<file path="src/rtl/i2s_capture_ctrl.sv">
// I2S sample capture: optionally decimates kept samples and writes each one to a byte FIFO, MSB first.
// Optional decimation is enabled by defining I2S_CAPTURE_DECIMATE_EN; the default build keeps every sample.
module i2s_capture_ctrl #(
   parameter int DATA_SIZE     = 24,
   parameter int FIFO_WIDTH    = 8,
   parameter int REDUCE_FACTOR = 2
) (
   input  logic                  clk,
   input  logic                  rst,
   input  logic                  cmd_start,
   input  logic                  cmd_stop,
   input  logic [23:0]           cfg_len,
   input  logic                  sample_valid,
   input  logic [DATA_SIZE-1:0]  sample_data,
   input  logic                  fifo_full,
   output logic                  fifo_wr_en,
   output logic [FIFO_WIDTH-1:0] fifo_wr_data,
   output logic                  busy,
   output logic                  done,
   output logic                  overflow,
   output logic [23:0]           sample_count
);

   localparam int BYTES = DATA_SIZE / FIFO_WIDTH;
   localparam int BW    = (BYTES > 1) ? $clog2(BYTES) : 1;

   typedef enum logic [1:0] {
      IDLE    = 2'd0,
      CAPTURE = 2'd1,
      EMIT    = 2'd2,
      DONE    = 2'd3
   } state_t;

   state_t               state;
   state_t               state_nxt;
   logic [DATA_SIZE-1:0] shift_q;
   logic [BW-1:0]        byte_idx;
   logic [23:0]          len_q;
   logic [23:0]          count_inc;
   logic                 stop_pend;
   logic                 in_session;
   logic                 start_acc;
   logic                 kept;
   logic                 emit_step;
   logic                 last_byte;

   assign in_session = (state == CAPTURE) || (state == EMIT);
   assign start_acc  = cmd_start && ((state == IDLE) || (state == DONE));
   assign emit_step  = (state == EMIT) && !fifo_full;
   assign last_byte  = emit_step && (byte_idx == BW'(BYTES - 1));
   assign count_inc  = (sample_count == 24'hFFFFFF) ? sample_count : sample_count + 24'd1;

`ifdef I2S_CAPTURE_DECIMATE_EN
   localparam int DW = (REDUCE_FACTOR > 1) ? $clog2(REDUCE_FACTOR) : 1;

   logic [DW-1:0] dec_cnt;

   // Counter phase 0 marks the sample to keep; it restarts with every session.
   assign kept = sample_valid && in_session && (dec_cnt == '0);

   always_ff @(posedge clk) begin
      if (rst || start_acc) begin
         dec_cnt <= '0;
      end else if (sample_valid && in_session) begin
         if (dec_cnt == DW'(REDUCE_FACTOR - 1)) begin
            dec_cnt <= '0;
         end else begin
            dec_cnt <= dec_cnt + DW'(1);
         end
      end
   end
`else
   assign kept = sample_valid && in_session;
`endif

   always_ff @(posedge clk) begin
      if (rst) begin
         state <= IDLE;
      end else begin
         state <= state_nxt;
      end
   end

   always_comb begin
      state_nxt = state;
      case (state)
         IDLE, DONE: begin
            if (cmd_start) begin
               state_nxt = CAPTURE;
            end
         end
         CAPTURE: begin
            if (cmd_stop) begin
               state_nxt = DONE;
            end else if (kept) begin
               state_nxt = EMIT;
            end
         end
         EMIT: begin
            // A stop seen on the final byte counts the same as one already pending.
            if (last_byte) begin
               if (stop_pend || cmd_stop || ((len_q != 24'd0) && (count_inc == len_q))) begin
                  state_nxt = DONE;
               end else begin
                  state_nxt = CAPTURE;
               end
            end
         end
         default: state_nxt = IDLE;
      endcase
   end

   always_ff @(posedge clk) begin
      if (rst) begin
         shift_q      <= '0;
         byte_idx     <= '0;
         len_q        <= '0;
         stop_pend    <= 1'b0;
         overflow     <= 1'b0;
         sample_count <= '0;
         busy         <= 1'b0;
         done         <= 1'b0;
      end else begin
         busy <= (state_nxt == CAPTURE) || (state_nxt == EMIT);
         done <= (state_nxt == DONE);

         if (start_acc) begin
            len_q        <= cfg_len;
            sample_count <= '0;
            overflow     <= 1'b0;
            stop_pend    <= 1'b0;
         end

         if ((state == CAPTURE) && kept && !cmd_stop) begin
            shift_q  <= sample_data;
            byte_idx <= '0;
         end

         if (state == EMIT) begin
            if (kept) begin
               overflow <= 1'b1;
            end
            if (cmd_stop && !last_byte) begin
               stop_pend <= 1'b1;
            end
            if (emit_step) begin
               shift_q <= shift_q << FIFO_WIDTH;
               if (last_byte) begin
                  byte_idx     <= '0;
                  sample_count <= count_inc;
                  stop_pend    <= 1'b0;
               end else begin
                  byte_idx <= byte_idx + BW'(1);
               end
            end
         end
      end
   end

   // Write strobe is the registered EMIT state gated by this cycle's full flag.
   assign fifo_wr_en   = (state == EMIT) && !fifo_full;
   assign fifo_wr_data = shift_q[DATA_SIZE-1 -: FIFO_WIDTH];

endmodule

</file>
<file path="config.mk">
export PLATFORM = sky130hd
export DESIGN_NAME = i2s_capture_ctrl
export DESIGN_NICKNAME = d
export VERILOG_FILES = /design/src/rtl/i2s_capture_ctrl.sv
export SDC_FILE = /design/constraint.sdc
export NUM_CORES = 1
export LEC_CHECK = 0
export CAP_MARGIN = 20
export CORE_AREA = 2 2 100 102
export CTS_CLUSTER_DIAMETER = 50
export DETAILED_ROUTE_END_ITERATION = 10
export DIE_AREA = 0 0 102 104
export PLACE_DENSITY = 0.78
export SYNTH_ARGS = -nofsm -noshare
export SYNTH_HDL_FRONTEND = slang
export SYNTH_SLANG_ARGS = --single-unit
</file>
<file path="constraint.sdc">
create_clock -name clk -period 7.1 [get_ports clk]
set_input_delay 1.775 -clock clk [delete_from_list [all_inputs] [get_ports clk]]
set_output_delay 1.775 -clock clk [all_outputs]
set_load 0.1 [all_outputs]
</file>
# == After elaboration in Yosys (flattened, before gate mapping) ==
# Index checks and enable logic that the tools add are counted.
# op_classes
n_addsub,2
n_eq_ne,9
n_mux,26
reduce_logical,19
# op_table
cell,n
$mux 24,8
$add 24x1->24 const B,1
$eq 24x24->1,1
$eq 24x24->1 const B,1
$reduce_bool 24->1,1
$mux 2,9
$eq 2x2->1 const B,5
$logic_and 1x1->1,8
$mux 1,8
$pmux 2 s3,1
$logic_or 1x1->1,5
$eq 2x1->1 const B,2
$logic_not 1->1,3
$add 2x1->2 const B,1
$logic_not 2->1,1
$reduce_or 2->1,1
# word_totals
ff_bits,80
input_bits,54
wordCells,65

# == Depth between registers and ports, before layout ==
# Gate-level depths: netlist of run 1.
# depth
depth_word,10
ltp_mapped,12
depth_no_buf,11

# == Worst setup path after synthesis of run 1 ==
# No wires, ideal clock.
# synth_timing
kind,in2out
from,input fifo_full
to,output fifo_wr_en
t_arrival_ns,2.722
t_required_ns,5.325
setup_slack_ns,2.603
cell_stages,3
path_buffers,1
path_cell_list,nand2b_1 > clkbuf_1 > inv_1
# synth_via
elab_chain_cells,2
# synth_lines
item,line_no,source
start: declaration,15,"input logic fifo_full,"
$logic_not 1->1,161,assign fifo_wr_en = (state == EMIT) && !fifo_full;
$logic_and 1x1->1,161,
end: declaration,16,"output logic fifo_wr_en,"
# No other way between the ends.

# == Worst setup path in the final report of run 1 ==
# Ends and elaborated chain as after synthesis.

==> results.sh, run 1 <==
export IMPL_status="complete, no violations"
export IMPL_stdcell_area_um2=5750
export IMPL_hold_violations=0
export IMPL_grt_max_degree=53
export IMPL_reg2reg_to="busy"
export IMPL_synth_enable_flop_cells=0
export IMPL_pre_cts_ws_ps=2320
export IMPL_hold_depth=2
export IMPL_drcViolationCount=0
export IMPL_path_class="in -> out"
export IMPL_start_util_pct=49.2
export IMPL_htreeDepth=3
export IMPL_ant_nets=0
export IMPL_fin_hold_ws_ps=460
export IMPL_drt_iter0_markers=296
export IMPL_portBuffers=89
export IMPL_relSlewSlack_pct=33.4
export IMPL_synthCells=624
export IMPL_fin_nets=735
export IMPL_grt_overflow=0
export IMPL_yosysWarnings=0
export IMPL_r2r_slack_ps=3370
export IMPL_dpl_hpwl_um=9700
export IMPL_fin_tns_setup_ps=0
export IMPL_grt_pass1_wl_um=21700
export IMPL_die_x_um=102
export IMPL_drive_gt1_share_pct=6.89
export IMPL_syn_nets=682
export IMPL_insertion_delay_ps=360
export IMPL_r2r_cells=10
export IMPL_cts_tree="yes"
export IMPL_crit_arrival_ps=3020
export IMPL_required_ps=5330
export IMPL_clock_sinks=80
export IMPL_cts_max_path_buffers=2
export IMPL_power_mw=1.27
export IMPL_clkTransAtPathRegs_ps=90
export IMPL_antenna_cells=0
export IMPL_syn_to_final_growth_pct=22.4
export IMPL_netlist_area_um2=4700
export IMPL_layout_commonest_cell="nand2_1"
export IMPL_grt_pass1_vias=4332
export IMPL_drtPass1Iterations=5
export IMPL_routed_wl_um=13400
export IMPL_skew_ps=8.88
export IMPL_async_reset_ff_share_pct=0
export IMPL_setup_violations=0
export IMPL_synth_seq_cells=80
export IMPL_period_needed_ps=4800
export IMPL_avgSynthCellArea_um2=7.53
export IMPL_min_from="shift_q[5]"
export IMPL_grtUsageTotal_pct=25.6
export IMPL_cts_hold_buffers=0
export IMPL_vias=4731
export IMPL_gp_congestion=0.902
export IMPL_antenna_found_initial=1
export IMPL_cp_max_fo=38
export IMPL_tightest_slew_ps=996
export IMPL_p_leak_nw=2.08
export IMPL_whs_endpoint="shift_q[5]"
export IMPL_start_kind="input port"
export IMPL_cts_resized=0
export IMPL_drv_cap=0
export IMPL_dpl_instance_area_um2=5530
export IMPL_finalCritPeriodShare_pct=67.6
export IMPL_ios=90
export IMPL_irDropWorstVdd_mv=0.112
export IMPL_yosysUniqueCellTypes=67
export IMPL_rsz0062_at_grt="no"
export IMPL_max_freq_ghz=0.208
export IMPL_num_rows=36
export IMPL_ys_flop_type="dfxtp_1"
export IMPL_p_per_area_nw_per_um2=220
export IMPL_clock_root_buffer="clkbuf_8"
export IMPL_final_cell_mix="nand2_1, clkdlybuf4s50_1, dfxtp_1"
export IMPL_reg2reg_from="sample_count[1]"
export IMPL_finalMaxSlewViolations=0
export IMPL_setup_ws_ps=2300
export IMPL_core_area_um2=9550
export IMPL_wl_per_cell_um=16.4
export IMPL_crit_path_end_kind="primary output"
export IMPL_postCtsSetupBuffers=0
export IMPL_holdCritPathClass="reg -> reg"
export IMPL_synth_seq_area_share_pct=34.1
export IMPL_cts_buffers=9
export IMPL_via_per_inst=5.80
export IMPL_dieArea_um2=10600
export IMPL_die_h_um=104
[cell type report]
cell class              instances  area [um2]
clock buffers                   9         124
clock inverters                 7        87.6
fillers                       887        3800
inverters                      13        48.8
multi-input cells             480        2810
flip-flops and latches         80        1600
well taps                     133         166
repair buffers                 93         913
[registers in the layout, summed over array words and instances (netlist names)]
name / flops
busy: 1
done: 1
sample_count: 24
len_q: 24
stop_pend: 1
shift_q: 24
byte_idx: 2
overflow: 1
state: 2
[how the worst max path moves through the flow]
stage | from | endpoint | slack (ps)
detailed placement | fifo_full | fifo_wr_en | 2320
global route | fifo_full | fifo_wr_en | 2230
finish | fifo_full | fifo_wr_en | 2300
CTS | fifo_full | fifo_wr_en | 2320
floorplan | fifo_full | fifo_wr_en | 2600
global placement | fifo_full | fifo_wr_en | 2320
[worst max-delay path, stage by stage]
cell             delay [ps]
clkdlybuf4s50_1         460
nand2b_1                 90
buf_4                   330
inv_1                   100
buf_4                   250
[synthesized netlist by cell type, types with 2 or more instances]
| cell type | n | share of area, % |
|---|---|---|
| nand2b_1 | 5 | 0.67 |
| and3_1 | 7 | 0.93 |
| nor3b_1 | 4 | 0.64 |
| dfxtp_1 | 80 | 34 |
| nand3b_1 | 4 | 0.64 |
| nor2_1 | 60 | 4.8 |
| o211ai_1 | 3 | 0.48 |
| or4_1 | 2 | 0.32 |
| a21boi_0 | 3 | 0.48 |
| and4_1 | 3 | 0.56 |
| o21ai_0 | 31 | 3.3 |
| nor4_1 | 8 | 1.1 |
| buf_2 | 9 | 0.96 |
| a22o_1 | 2 | 0.37 |
| or3_1 | 3 | 0.40 |
| nand3_1 | 13 | 1.4 |
| or4_4 | 3 | 0.72 |
| a21oi_1 | 58 | 6.2 |
| a21o_1 | 4 | 0.64 |
| nor4b_1 | 2 | 0.37 |
| o41ai_1 | 5 | 0.93 |
| a311oi_1 | 16 | 3.0 |
| a31oi_1 | 5 | 0.67 |
| nand2_1 | 132 | 11 |
| nor4_2 | 2 | 0.53 |
| a211oi_2 | 2 | 0.53 |
| nor3_1 | 12 | 1.3 |
| clkbuf_1 | 29 | 2.3 |
| clkbuf_2 | 3 | 0.32 |
| a2111oi_0 | 2 | 0.37 |
| nor2b_1 | 3 | 0.40 |
| o31ai_1 | 6 | 0.96 |
| ha_1 | 4 | 1.1 |
| nand4_2 | 3 | 0.80 |
| o21bai_1 | 2 | 0.32 |
| mux2i_1 | 3 | 0.64 |
| nand4_1 | 10 | 1.3 |
| nand3_4 | 2 | 0.75 |
| inv_1 | 13 | 1.0 |
| nand4b_1 | 2 | 0.37 |
| xor2_1 | 13 | 2.4 |
| xnor2_1 | 17 | 3.2 |
| buf_4 | 9 | 1.4 |
| nor3_4 | 2 | 0.69 |
[kinds of logic (layout without fill, tap and decap cells)]
kind of cell	count (synthesis)	after routing	share of synthesized area (%)
simple gates	291	291	31.2
compound gates	151	151	21.0
flops	80	80	34.1
buf+inv	64	122	6.15
xor+xnor	30	30	5.59
fa+ha+maj	4	4	1.07
mux	4	4	0.879
[metal layers]
metal / GRT usage [%] / routed length (um) / vias to the layer above
met5: 0 / 13 / -
met2: 40.2 / 6230 / 176
met3: 3.56 / 820 / 24
li1: - / - / 2309
met4: 8.29 / 221 / 2
met1: 36.0 / 6080 / 2220
[through the flow]
step	util [%]	cells
final	60.2	815
after global routing	60.2	815
after CTS	60.1	814
after detailed placement	57.9	798
after global placement	57.9	798
after floorplan	-	624
[report_power, final]
| part | internal, mW | switching [mW] |
|---|---|---|
| Clock | 0.170 | 0.194 |
| Sequential | 0.488 | 0.0407 |
| Combinational | 0.141 | 0.234 |
| Total | 0.799 | 0.468 |
(Power assumes the default switching activity.)
==> run 2: changes to the inputs <==
==> constraint.sdc (replaced) <==
create_clock -name clk -period 4.5 [get_ports clk]
set_input_delay 1.125 -clock clk [delete_from_list [all_inputs] [get_ports clk]]
set_output_delay 1.125 -clock clk [all_outputs]
set_load 0.1 [all_outputs]
==> run 2 against run 1 <==
Against the previous run:
- global-route usage rose by 0.24 points
- wire length grew 1.2%
- sequential share of layout area hardly changed
- sequential power grew 58%
- first-iteration DRC count rose by 17%
- clock skew is 2.6 ps higher
- clock power rose by 40%
- clock-buffer cell count is the same
- die area is the same
- hold slack gained 5.9 ps
- critical path depth is 5 higher
- final cell count rose by 0.37%
- largest cell class unchanged
==> results.sh, run 2 (synthesis gave the netlist of run 1 again) <==
export IMPL_status="complete, no violations"
export IMPL_wl_per_cell_um=16.5
export IMPL_start_kind="register"
export IMPL_num_rows=36
export IMPL_p_leak_nw=2.09
export IMPL_sw_frac_of_total_pct=37.9
export IMPL_setup_ws_ps=1030
export IMPL_intPower_mw=1.20
export IMPL_clock_sinks=80
export IMPL_start_util_pct=49.2
export IMPL_hold_violations=0
export IMPL_fin_tns_setup_ps=0
export IMPL_cts_tree="yes"
export IMPL_gp_congestion=0.893
export IMPL_tightest_slew_ps=992
export IMPL_cts_resized=0
export IMPL_setup_violations=0
export IMPL_drt_iter0_markers=347
export IMPL_sequentialPowerShare_pct=43.1
export IMPL_ios=90
export IMPL_clock_root_buffer="clkbuf_8"
export IMPL_max_freq_ghz=0.289
export IMPL_via_per_inst=5.78
export IMPL_die_h_um=104
export IMPL_drtPass1Iterations=6
export IMPL_antenna_found_initial=0
export IMPL_core_area_um2=9550
export IMPL_irDropWorstVdd_mv=0.186
export IMPL_cp_max_fo=10
export IMPL_cts_hold_buffers=0
export IMPL_fin_hold_ws_ps=466
export IMPL_dpl_hpwl_um=9970
export IMPL_r2r_cells=10
export IMPL_crit_path_end_kind="register"
export IMPL_drcViolationCount=0
export IMPL_clkTransAtPathRegs_ps=90
export IMPL_grt_max_degree=52
export IMPL_pre_cts_ws_ps=1080
export IMPL_routed_wl_um=13500
export IMPL_holdCritPathClass="reg -> reg"
export IMPL_grtUsageTotal_pct=25.8
export IMPL_layout_commonest_cell="nand2_1"
export IMPL_dieArea_um2=10600
export IMPL_fin_nets=738
export IMPL_htreeDepth=3
export IMPL_clkPwrFrac_pct=26.3
export IMPL_grt_pass1_wl_um=22000
export IMPL_top_regs="len_q: 24 flops, sample_count: 24 flops, shift_q: 24 flops"
export IMPL_hold_depth=2
export IMPL_grt_overflow=0
export IMPL_ant_nets=0
export IMPL_cts_max_path_buffers=2
export IMPL_drv_cap=0
export IMPL_p_per_area_nw_per_um2=336
export IMPL_syn_to_final_growth_pct=22.4
export IMPL_drive_gt1_share_pct=7.30
export IMPL_relSlewSlack_pct=33.7
export IMPL_combPwrFrac_pct=30.5
export IMPL_p_sw_mw=0.733
export IMPL_grt_pass1_vias=4343
export IMPL_skew_ps=11.5
export IMPL_path_class="reg -> reg"
export IMPL_cts_buffers=9
export IMPL_crit_arrival_ps=3710
export IMPL_finalCritPeriodShare_pct=77.0
export IMPL_required_ps=4740
export IMPL_finalMaxSlewViolations=0
export IMPL_rsz0062_at_grt="no"
export IMPL_vias=4732
export IMPL_final_cell_mix="nand2_1, clkdlybuf4s50_1, dfxtp_1"
export IMPL_power_mw=1.93
export IMPL_die_x_um=102
export IMPL_portBuffers=89
export IMPL_antenna_cells=0
export IMPL_insertion_delay_ps=370
export IMPL_postCtsSetupBuffers=0
export IMPL_period_needed_ps=3470
[run 2: cell types whose count changed in the layout (fill, tap and decap cells not counted), sizes merged]
cell / before / now
clkinv: 1 / 3
buf: 6 / 9
clkinvlp: 2 / 1
bufinv: 1 / 0
[run 2: stage by stage]
step / util (%) / area [um2] / cells
6_report: 60.2 / 5750 / 818
2_1_floorplan: - / 4700 / 624
4_1_cts: 60.2 / 5750 / 818
3_3_place_gp: 58.3 / 5570 / 802
5_1_grt: 60.2 / 5750 / 818
3_5_place_dp: 58.3 / 5570 / 802
[run 2: layout make-up]
class,instances,area (um2)
Clock buffer,9,124
Clock inverter,7,55.1
Fill cell,914,3800
Inverter,13,48.8
Multi-Input combinational cell,480,2810
Sequential cell,80,1600
Tap cell,133,166
Timing Repair Buffer,96,948
[run 2: worst paths after layout]
check	start	end	slack [ps]
worst min register to register	shift_q[1]	shift_q[1]	470
worst min-delay path	shift_q[1]	shift_q[1]	470
worst max-delay path	sample_count[1]	busy	1030
worst max register to register	sample_count[1]	busy	1030
[run 2: critical path, cell delays in order, from the launching register on]
cell and delay (ps):
dfxtp_1 510, ha_1 360, nand3_4 180, nor4_2 600
nand2_1 270, or4_1 570, a21oi_1 160, nand4_1 120
o31ai_2 200, ha_1 250, nor2b_1 120
[run 2: power groups by stage]
| stage | Combinational (mW) | Clock (mW) | Sequential [mW] |
|---|---|---|---|
| 2_1_floorplan | 0.405 | 0 | 0.855 |
| 3_3_place_gp | 0.576 | 0 | 0.847 |
| 3_5_place_dp | 0.585 | 0 | 0.849 |
| 4_1_cts | 0.587 | 0.515 | 0.833 |
| 5_1_grt | 0.646 | 0.542 | 0.842 |
| 6_report | 0.591 | 0.509 | 0.834 |
[run 2: routing by layer]
metal,part of all wire (%),up-vias,global-route usage (%)
met2,46,206,39.5
met1,45,2188,37.8
met5,0,-,0
met4,1.2,0,6.67
met3,7.8,21,4.03
li1,-,2317,-
==> run 3: changes to the inputs <==
--- a/config.mk
+++ b/config.mk
@@ -6,10 +6,10 @@
 export NUM_CORES = 1
 export LEC_CHECK = 0
 export CAP_MARGIN = 20
-export CORE_AREA = 2 2 100 102
+export CORE_AREA = 2 2 102 104
 export CTS_CLUSTER_DIAMETER = 50
 export DETAILED_ROUTE_END_ITERATION = 10
-export DIE_AREA = 0 0 102 104
+export DIE_AREA = 0 0 104 106
 export PLACE_DENSITY = 0.78
 export SYNTH_ARGS = -nofsm -noshare
 export SYNTH_HDL_FRONTEND = slang
==> constraint.sdc (replaced) <==
create_clock -name clk -period 2.8 [get_ports clk]
set_input_delay 0.7 -clock clk [delete_from_list [all_inputs] [get_ports clk]]
set_output_delay 0.7 -clock clk [all_outputs]
set_load 0.1 [all_outputs]
==> run 3 against run 2 <==
Against the previous run:
- fmax increased by 27%
- sequential cell count unchanged
- clock-buffer cell count increased by 1
- utilization increased by 2.1 points
- first-iteration DRC count decreased by 1.4%
- critical path type unchanged
- critical endpoint unchanged
==> results.sh, run 3 (synthesis gave the netlist of run 1 again) <==
export IMPL_crit_chain="ha_4, nand3_4, nor4_4, nand2_2, or4_1, a21oi_2, nand4_1, o31ai_2, ha_1, nor2b_1"
export IMPL_required_ps=3060
export IMPL_drive_gt1_share_pct=22.0
export IMPL_start_kind="register"
export IMPL_highest_layer="met4"
export IMPL_p_per_area_nw_per_um2=526
export IMPL_max_freq_ghz=0.368
export IMPL_grt_pass1_wl_um=23800
export IMPL_power_mw=3.28
export IMPL_critPathBufInv=0
export IMPL_cts_tree="yes"
export IMPL_relSlewSlack_pct=35.4
export IMPL_r2r_slack_ps=80
export IMPL_utilization_pct=62.3
export IMPL_grt_overflow=0
export IMPL_crit_arrival_ps=2980
export IMPL_syn_to_final_growth_pct=32.6
export IMPL_start_util_pct=47.0
export IMPL_tightest_slew_ps=962
export IMPL_finalMaxSlewViolations=0
export IMPL_gp_congestion=0.956
export IMPL_cts_hold_buffers=0
export IMPL_dieArea_um2=11000
export IMPL_antenna_found_initial=0
export IMPL_clkTransAtPathRegs_ps=100
export IMPL_rsz0062_at_grt="yes"
export IMPL_insertion_delay_ps=360
export IMPL_dpl_hpwl_um=10900
export IMPL_finalCritPeriodShare_pct=97.2
export IMPL_via_per_inst=5.72
export IMPL_ios=90
export IMPL_cts_max_path_buffers=2
export IMPL_drtPass1Iterations=4
export IMPL_irDropWorstVdd_mv=0.324
export IMPL_drv_cap=0
export IMPL_final_cell_mix="nand2_1, buf_4, nor2_1"
export IMPL_crit_path_end_kind="register"
export IMPL_portBuffers=89
export IMPL_p_leak_nw=2.48
export IMPL_grt_pass1_vias=4829
export IMPL_wl_per_cell_um=16.8
export IMPL_vias=4941
export IMPL_drt_iter0_markers=342
export IMPL_top_regs="len_q: 24 flops, sample_count: 24 flops, shift_q: 24 flops"
export IMPL_core_area_um2=10000
export IMPL_grtUsageTotal_pct=26.4
export IMPL_cts_buffers=9
export IMPL_num_rows=37
export IMPL_clock_sinks=80
export IMPL_die_x_um=104
export IMPL_path_class="reg -> reg"
export IMPL_grt_max_degree=38
export IMPL_layout_commonest_cell="nand2_1"
export IMPL_wl_met2_um=7140
export IMPL_ant_nets=0
export IMPL_period_needed_ps=2720
export IMPL_status="complete, no violations"
export IMPL_fin_hold_ws_ps=461
export IMPL_antenna_cells=0
export IMPL_pre_cts_ws_ps=-4.71
export IMPL_path_delay_family="simple AND/OR/NAND/NOR gates"
export IMPL_setup_ws_ps=79.1
export IMPL_setup_violations=0
export IMPL_clock_root_buffer="clkbuf_8"
export IMPL_n_fill_cell=932
export IMPL_holdCritPathClass="reg -> reg"
export IMPL_htreeDepth=3
export IMPL_hold_violations=0
export IMPL_drcViolationCount=0
export IMPL_cp_max_fo=10
export IMPL_die_h_um=106
export IMPL_routed_wl_um=14500
export IMPL_fin_nets=781
export IMPL_skew_ps=11.3
export IMPL_crit_slowest_cell="or4_1"
export IMPL_cpPeakStageDelay_ps=510
export IMPL_met1_length_um=6210
export IMPL_met3_length_um=844
[run 3: stage by stage]
stage | cells | area (um2) | setup TNS [ps]
after floorplan | 624 | 4910 | 0
after global placement | 836 | 5870 | 0
after detailed placement | 836 | 5870 | -4.71
after CTS | 852 | 6090 | 0
after global routing | 864 | 6230 | -59.2
final | 864 | 6230 | 0
[run 3: path summary, 6_finish.rpt]
kind | endpoint | depth (start not counted) | start
worst min register to register | shift_q[6] | 2 | shift_q[6]
worst min-delay path | shift_q[6] | 2 | shift_q[6]
worst max-delay path | busy | 10 | sample_count[1]
worst max register to register | busy | 10 | sample_count[1]
[run 3: layer usage]
metal / vias up / global-route usage (%)
li1: 2398 / -
met1: 2344 / 32.9
met2: 166 / 45.6
met3: 33 / 5.09
met4: 0 / 9.56
met5: - / 0
[run 3: power by group]
group          leakage [nW]  internal (mW)  switching, mW
sequential            0.669           1.21          0.104
combinational          1.69          0.396          0.610
clock                 0.113          0.477          0.474
[run 3: what timing repair did]
item | CTS | global route
gates resized for setup | 1 | 9
endpoints found under the setup margin | 1 | 3
pin swaps | 0 | 8
buffers inserted | 0 | 12
endpoints found under the hold margin | 0 | 0
[run 3: layout make-up]
class,count,area (um2),share of cell area (%)
clock buffer,10,149,2.39
clock inverter,6,71.3,1.15
inverter,13,48.8,0.784
multi-input combinational,480,2910,46.8
sequential,80,1690,27.2
tap,136,170,2.73
timing repair buffer,139,1180,19.0
[run 3: tightest hold or removal path, cell delays in order (launching register included)]
cell and delay [ps]:
dfxtp_1 320, nand2_1 50, a21oi_1 50
